$ cat src/rtl/bus_arbiter_pkg.sv
// Shared definitions for the bus arbiter: FSM state encoding, pipeline
// stall vector constants and the all-zero data word.
package bus_arbiter_pkg;

    typedef enum logic [1:0] {
        StIdle   = 2'd0,
        StIfAcc  = 2'd1,
        StMemAcc = 2'd2,
        StResp   = 2'd3
    } arb_state_e;

    // Stall vector bits: 0 pc, 1 if_id, 2 id_ex, 3 ex_mem, 4 mem_wb, 5 reserved
    localparam logic [5:0]  StallNone = 6'b000000;
    localparam logic [5:0]  StallIf   = 6'b000011;
    localparam logic [5:0]  StallMem  = 6'b001111;

    localparam logic [31:0] ZeroWord  = 32'h0000_0000;

endpackage

$ cat src/rtl/bus_arbiter.sv
// Arbitrates a single-ported memory bus between the instruction-fetch port
// (if_*) and the MEM-stage port (mem_*). MEM wins simultaneous requests.
// A granted access holds the bus until bus_ack or until ACK_TIMEOUT cycles
// pass without an ack, then a one-cycle response state pulses the granted
// port's ready.
//
// Ports:
//   clk, rst                       clock, asynchronous active-high reset
//   if_req/if_addr                 fetch request and address
//   if_rdata/if_ready              fetch read data (held) and one-cycle ready
//   mem_req/mem_we/mem_addr/
//   mem_wdata/mem_sel              MEM-stage request and payload
//   mem_rdata/mem_ready            MEM-stage read data (held) and ready
//   bus_req/bus_we/bus_addr/
//   bus_wdata/bus_sel              registered shared-bus request
//   bus_rdata/bus_ack              shared-bus response
//   stall                          combinational pipeline stall vector
//   bus_err                        one-cycle pulse on access timeout
module bus_arbiter
    import bus_arbiter_pkg::*;
#(
    parameter int unsigned ACK_TIMEOUT = 16
) (
    input  logic        clk,
    input  logic        rst,
    input  logic        if_req,
    input  logic [31:0] if_addr,
    output logic [31:0] if_rdata,
    output logic        if_ready,
    input  logic        mem_req,
    input  logic        mem_we,
    input  logic [31:0] mem_addr,
    input  logic [31:0] mem_wdata,
    input  logic [3:0]  mem_sel,
    output logic [31:0] mem_rdata,
    output logic        mem_ready,
    output logic        bus_req,
    output logic        bus_we,
    output logic [31:0] bus_addr,
    output logic [31:0] bus_wdata,
    output logic [3:0]  bus_sel,
    input  logic [31:0] bus_rdata,
    input  logic        bus_ack,
    output logic [5:0]  stall,
    output logic        bus_err
);

    localparam logic [7:0] TimeoutCnt = 8'(ACK_TIMEOUT);

    arb_state_e  state_q, state_d;
    logic        bus_req_q, bus_req_d;
    logic        bus_we_q, bus_we_d;
    logic [31:0] bus_addr_q, bus_addr_d;
    logic [31:0] bus_wdata_q, bus_wdata_d;
    logic [3:0]  bus_sel_q, bus_sel_d;
    logic [31:0] if_rdata_q, if_rdata_d;
    logic [31:0] mem_rdata_q, mem_rdata_d;
    logic        if_ready_q, if_ready_d;
    logic        mem_ready_q, mem_ready_d;
    logic        bus_err_q, bus_err_d;
    logic [7:0]  cnt_q, cnt_d;

    always_ff @(posedge clk or posedge rst) begin
        if (rst) begin
            state_q     <= StIdle;
            bus_req_q   <= 1'b0;
            bus_we_q    <= 1'b0;
            bus_addr_q  <= ZeroWord;
            bus_wdata_q <= ZeroWord;
            bus_sel_q   <= '0;
            if_rdata_q  <= ZeroWord;
            mem_rdata_q <= ZeroWord;
            if_ready_q  <= 1'b0;
            mem_ready_q <= 1'b0;
            bus_err_q   <= 1'b0;
            cnt_q       <= '0;
        end else begin
            state_q     <= state_d;
            bus_req_q   <= bus_req_d;
            bus_we_q    <= bus_we_d;
            bus_addr_q  <= bus_addr_d;
            bus_wdata_q <= bus_wdata_d;
            bus_sel_q   <= bus_sel_d;
            if_rdata_q  <= if_rdata_d;
            mem_rdata_q <= mem_rdata_d;
            if_ready_q  <= if_ready_d;
            mem_ready_q <= mem_ready_d;
            bus_err_q   <= bus_err_d;
            cnt_q       <= cnt_d;
        end
    end

    always_comb begin
        state_d     = state_q;
        bus_req_d   = bus_req_q;
        bus_we_d    = bus_we_q;
        bus_addr_d  = bus_addr_q;
        bus_wdata_d = bus_wdata_q;
        bus_sel_d   = bus_sel_q;
        if_rdata_d  = if_rdata_q;
        mem_rdata_d = mem_rdata_q;
        if_ready_d  = 1'b0;
        mem_ready_d = 1'b0;
        bus_err_d   = 1'b0;
        cnt_d       = cnt_q;

        unique case (state_q)
            StIdle: begin
                if (mem_req) begin
                    state_d     = StMemAcc;
                    bus_req_d   = 1'b1;
                    bus_we_d    = mem_we;
                    bus_addr_d  = mem_addr;
                    bus_wdata_d = mem_wdata;
                    bus_sel_d   = mem_sel;
                    cnt_d       = '0;
                end else if (if_req) begin
                    state_d     = StIfAcc;
                    bus_req_d   = 1'b1;
                    bus_we_d    = 1'b0;
                    bus_addr_d  = if_addr;
                    bus_wdata_d = ZeroWord;
                    bus_sel_d   = 4'b1111;
                    cnt_d       = '0;
                end
            end

            StIfAcc, StMemAcc: begin
                if (bus_ack) begin
                    state_d   = StResp;
                    bus_req_d = 1'b0;
                    if (state_q == StIfAcc) begin
                        if_rdata_d = bus_rdata;
                        if_ready_d = 1'b1;
                    end else begin
                        // Writes return no data.
                        mem_rdata_d = bus_we_q ? ZeroWord : bus_rdata;
                        mem_ready_d = 1'b1;
                    end
                end else begin
                    cnt_d = cnt_q + 8'd1;
                    // Abort on the cycle the count reaches the limit, so the
                    // access lasts exactly ACK_TIMEOUT cycles.
                    if (cnt_d == TimeoutCnt) begin
                        state_d   = StResp;
                        bus_req_d = 1'b0;
                        bus_err_d = 1'b1;
                        if (state_q == StIfAcc) begin
                            if_rdata_d = ZeroWord;
                            if_ready_d = 1'b1;
                        end else begin
                            mem_rdata_d = ZeroWord;
                            mem_ready_d = 1'b1;
                        end
                    end
                end
            end

            StResp: begin
                state_d = StIdle;
            end

            default: begin
                state_d = StIdle;
            end
        endcase
    end

    always_comb begin
        stall = StallNone;
        if (mem_req && !mem_ready_q) begin
            stall = StallMem;
        end else if (if_req && !if_ready_q) begin
            stall = StallIf;
        end
    end

    assign bus_req   = bus_req_q;
    assign bus_we    = bus_we_q;
    assign bus_addr  = bus_addr_q;
    assign bus_wdata = bus_wdata_q;
    assign bus_sel   = bus_sel_q;
    assign if_rdata  = if_rdata_q;
    assign mem_rdata = mem_rdata_q;
    assign if_ready  = if_ready_q;
    assign mem_ready = mem_ready_q;
    assign bus_err   = bus_err_q;

endmodule

$ cat config.mk
export PLATFORM = sky130hd
export DESIGN_NAME = bus_arbiter
export DESIGN_NICKNAME = d
export VERILOG_FILES = /design/src/rtl/bus_arbiter_pkg.sv /design/src/rtl/bus_arbiter.sv
export SDC_FILE = /design/constraint.sdc
export NUM_CORES = 1
export LEC_CHECK = 0
export BUFFER_PORTS_ARGS = -buffer_cell sky130_fd_sc_hd__clkbuf_2
export CORE_MARGIN = 3
export CORE_UTILIZATION = 50
export DETAILED_ROUTE_END_ITERATION = 12
export PLACE_DENSITY = 0.86
export SETUP_SLACK_MARGIN = 0.05
export SLEW_MARGIN = 20
export SYNTH_ARGS = -nofsm -noshare
export SYNTH_HDL_FRONTEND = slang
export SYNTH_SLANG_ARGS = --single-unit
$ cat constraint.sdc
create_clock -name clk -period 7.8 [get_ports clk]
set_input_delay 0.78 -clock clk [delete_from_list [all_inputs] [get_ports clk]]
set_output_delay 0.78 -clock clk [all_outputs]
set_load 0.1 [all_outputs]
==> flow_metrics.tcl <==
set metrics [dict create \
    status "finished, final reports clean" \
    synth_largest_area_cell "dfrtp_1" \
    port_buffers 278 \
    cts_hold_buffers 0 \
    final_core_util 0.702 \
    tns_ns 0 \
    syn_area_sq_mm 0.00589 \
    cp_top_family "buffers and inverters" \
    drt-pass1-iter-count 6 \
    hpwl_microns 12000 \
    cpMostUsedCell "clkbuf_2" \
    synth_top_area_share 0.625 \
    cp-end-kind "output pin" \
    final_hold_viol_count 0 \
    cp-endpoint "stall[0]" \
    startpoint_type "input port" \
    synthDistinctLibCells 38 \
    io_pins 281 \
    crit_path_top_delay_cell "buf_4" \
    postSynthAreaPerCell_sq_um 12.7 \
    cts_tree "yes" \
    ys_warn_count 0 \
    crit_path_max_fanout 39 \
    first_global_vias 4958 \
    clk_pin_slew_ns 0.05 \
    initial_utilization 0.527 \
    multiInputGateArea_sq_mm 0.00198 \
    ctsResizeCount 0 \
    fmax_ghz 0.330 \
    grt_pass1_wl_microns 25600 \
    synthCells 462 \
    synth_seq_cells 147 \
    dr_wl_met2_microns 8490 \
    drt_iter0_drc 415 \
    grt_usage 0.252 \
    crit_arrival_ns 2.25 \
    drv_slew 0 \
    finClkSkew_ns 0.00594 \
    htree_levels 4 \
    hold_ws_ns 0.487 \
    cp.depth 5 \
    drive_above_1_share 0.431 \
    period_share 0.388 \
    tightest_slew_ns 0.939 \
    vias 4813 \
    drt-met1-wl_microns 6300 \
    startpoint "mem_req" \
    cp_num_buf_inv 3 \
    seq_area_sq_mm 0.00368 \
    place_congestion 0.863 \
    final_nets 868 \
    grt_overflow 0 \
    num-fill-cells 783 \
    num_rows 38 \
    setup_viol_count_final 0 \
    die_area_sq_mm 0.0131 \
    final.min_clock_period_ns 3.03 \
    synthTopCellsByArea "dfrtp_1, a22o_1, mux2i_1" \
    worstPathRequired_ns 7.02 \
    ff2ff_setup_slack_ns 5.30 \
    grt_max_degree 99 \
    antenna_left 0 \
    die_h_microns 114 \
    ys_seq_area_frac 0.625 \
    critical_path.cell_chain "clkbuf_2 > buf_4 > nor2b_1 > a21o_1 > clkbuf_2" \
    drc_errors 0 \
    cts_buffers 17 \
    cpPeakStageDelay_ns 0.51 \
    wl_per_cell_microns 19.0 \
    post_cts_buffers 0 \
    relSlewSlack 0.371 \
    hp-class "flip-flop to flip-flop" \
    layout-area-overhead-vs-synth_pct 33.3 \
    top_layer "met4" \
    wirelength_microns 16700 \
    cts_root_buf "clkbuf_16" \
    rr_startpoint "cnt_q[0]" \
    maxCapViolCount 0 \
    core_area_sq_mm 0.0112 \
    rr_worst_depth 6 \
    die_x_microns 114 \
    antenna_found_initial 2 \
    path_class "input port to output pin" \
    r2r-end "if_rdata[30]" \
    clk_latency_ns 0.41 \
    wl_met3_microns 1500 \
    cts.sinks 147 \
    cts.path.max_buffers 2 \
    vias_per_cell 5.48 \
    rsz0062_at_grt "no" \
]
layer usage:
layer	vias to the layer above	global-route usage
met4	0	0.0926
met3	27	0.0830
met1	2336	0.305
met2	243	0.423
met5	-	0
li1	2207	-
worst register-to-register path: stages (launching register included):
cell and delay (ns):
dfrtp_1 0.43, ha_1 0.30, nor3b_1 0.23, a31oi_1 0.10
a2111oi_4 0.58, o211ai_4 0.40, a22o_1 0.34
Yosys cell counts (all sizes together):
cell,instances
nand2,37
o211ai,1
clkbuf,24
inv,9
and2,1
a22o,97
a31oi,1
mux2i,32
a2111oi,1
xor2,3
and3b,1
o21a,2
conb,1
nor2,10
o31ai,3
dfrtp,147
o22ai,2
nand4,1
nor3b,1
o21bai,1
ha,4
o22a,5
o2bb2ai,1
nor2b,4
and3,3
nand2b,3
a21oi,1
o21ai,43
a21o,1
nand3,6
buf,15
xnor2,1
worst min path at each step:
stage	startpoint	endpoint	cells past startpoint
after floorplan	cnt_q[7]	cnt_q[7]	1
after global placement	bus_addr[13]	bus_addr[13]	2
after detailed placement	bus_addr[4]	bus_addr[4]	2
after CTS	bus_addr[4]	bus_addr[4]	2
after global routing	bus_addr[5]	bus_addr[5]	2
final	bus_addr[4]	bus_addr[4]	2
flip-flops by register name, summed over array words and instances, names as in the netlist:
register and cells:
bus_sel 4, cnt_q 8, bus_we 1, if_rdata 32, mem_ready 1, if_ready 1, bus_err 1, state_q 2
bus_req 1, mem_rdata 32, bus_wdata 32, bus_addr 32
area by class of cell:
type,instances,area share
Clock inverter,5,0.00686
Clock buffer,24,0.0614
Multi-Input combinational cell,268,0.253
Antenna cell,2,0.000638
Inverter,9,0.00494
Timing Repair Buffer,283,0.182
Sequential cell,147,0.469
Tap cell,140,0.0223
stage by stage:
step,instances,worst slack (ns),cell area [sq um]
floorplan,463,3.07,5890
global placement,847,4.83,7300
detailed placement,847,4.75,7300
CTS,876,4.75,7840
global route,878,4.69,7840
finish,878,4.77,7840
cell families (layout without fill, tap and decap cells):
family | count (synthesis) | in the layout | share of synthesized area
AOI/OAI and AO/OA | 159 | 159 | 0.212
xor gates and xnor gates | 4 | 4 | 0.00595
adders and majority gates | 4 | 4 | 0.00850
buffers and inverters | 48 | 321 | 0.0412
DFF | 147 | 147 | 0.625
muxes | 32 | 32 | 0.0544
other | 1 | 4 | 0.000637
and+or+nand+nor | 67 | 67 | 0.0525
cells in the final DEF, fill, tap and decap left out, types with 2 or more instances in the layout:
cell       instances
a22o_1            97
and3_1             2
buf_4              5
clkbuf_1           4
clkbuf_16         17
clkbuf_2         278
clkbuf_8           3
clkinv_2           3
conb_1             2
dfrtp_1          147
diode_2            2
ha_1               4
inv_1              8
mux2i_1           32
nand2_1           37
nand2b_1           3
nand3_1            6
nor2_1            10
nor2b_1            4
o21a_1             2
o21ai_0           41
o22a_1             5
o22ai_1            2
o31ai_1            3
xor2_1             3
Power is left out: the tool's default activity adds up to more than one toggle a clock period on the data nets, which glitch-free logic cannot reach.
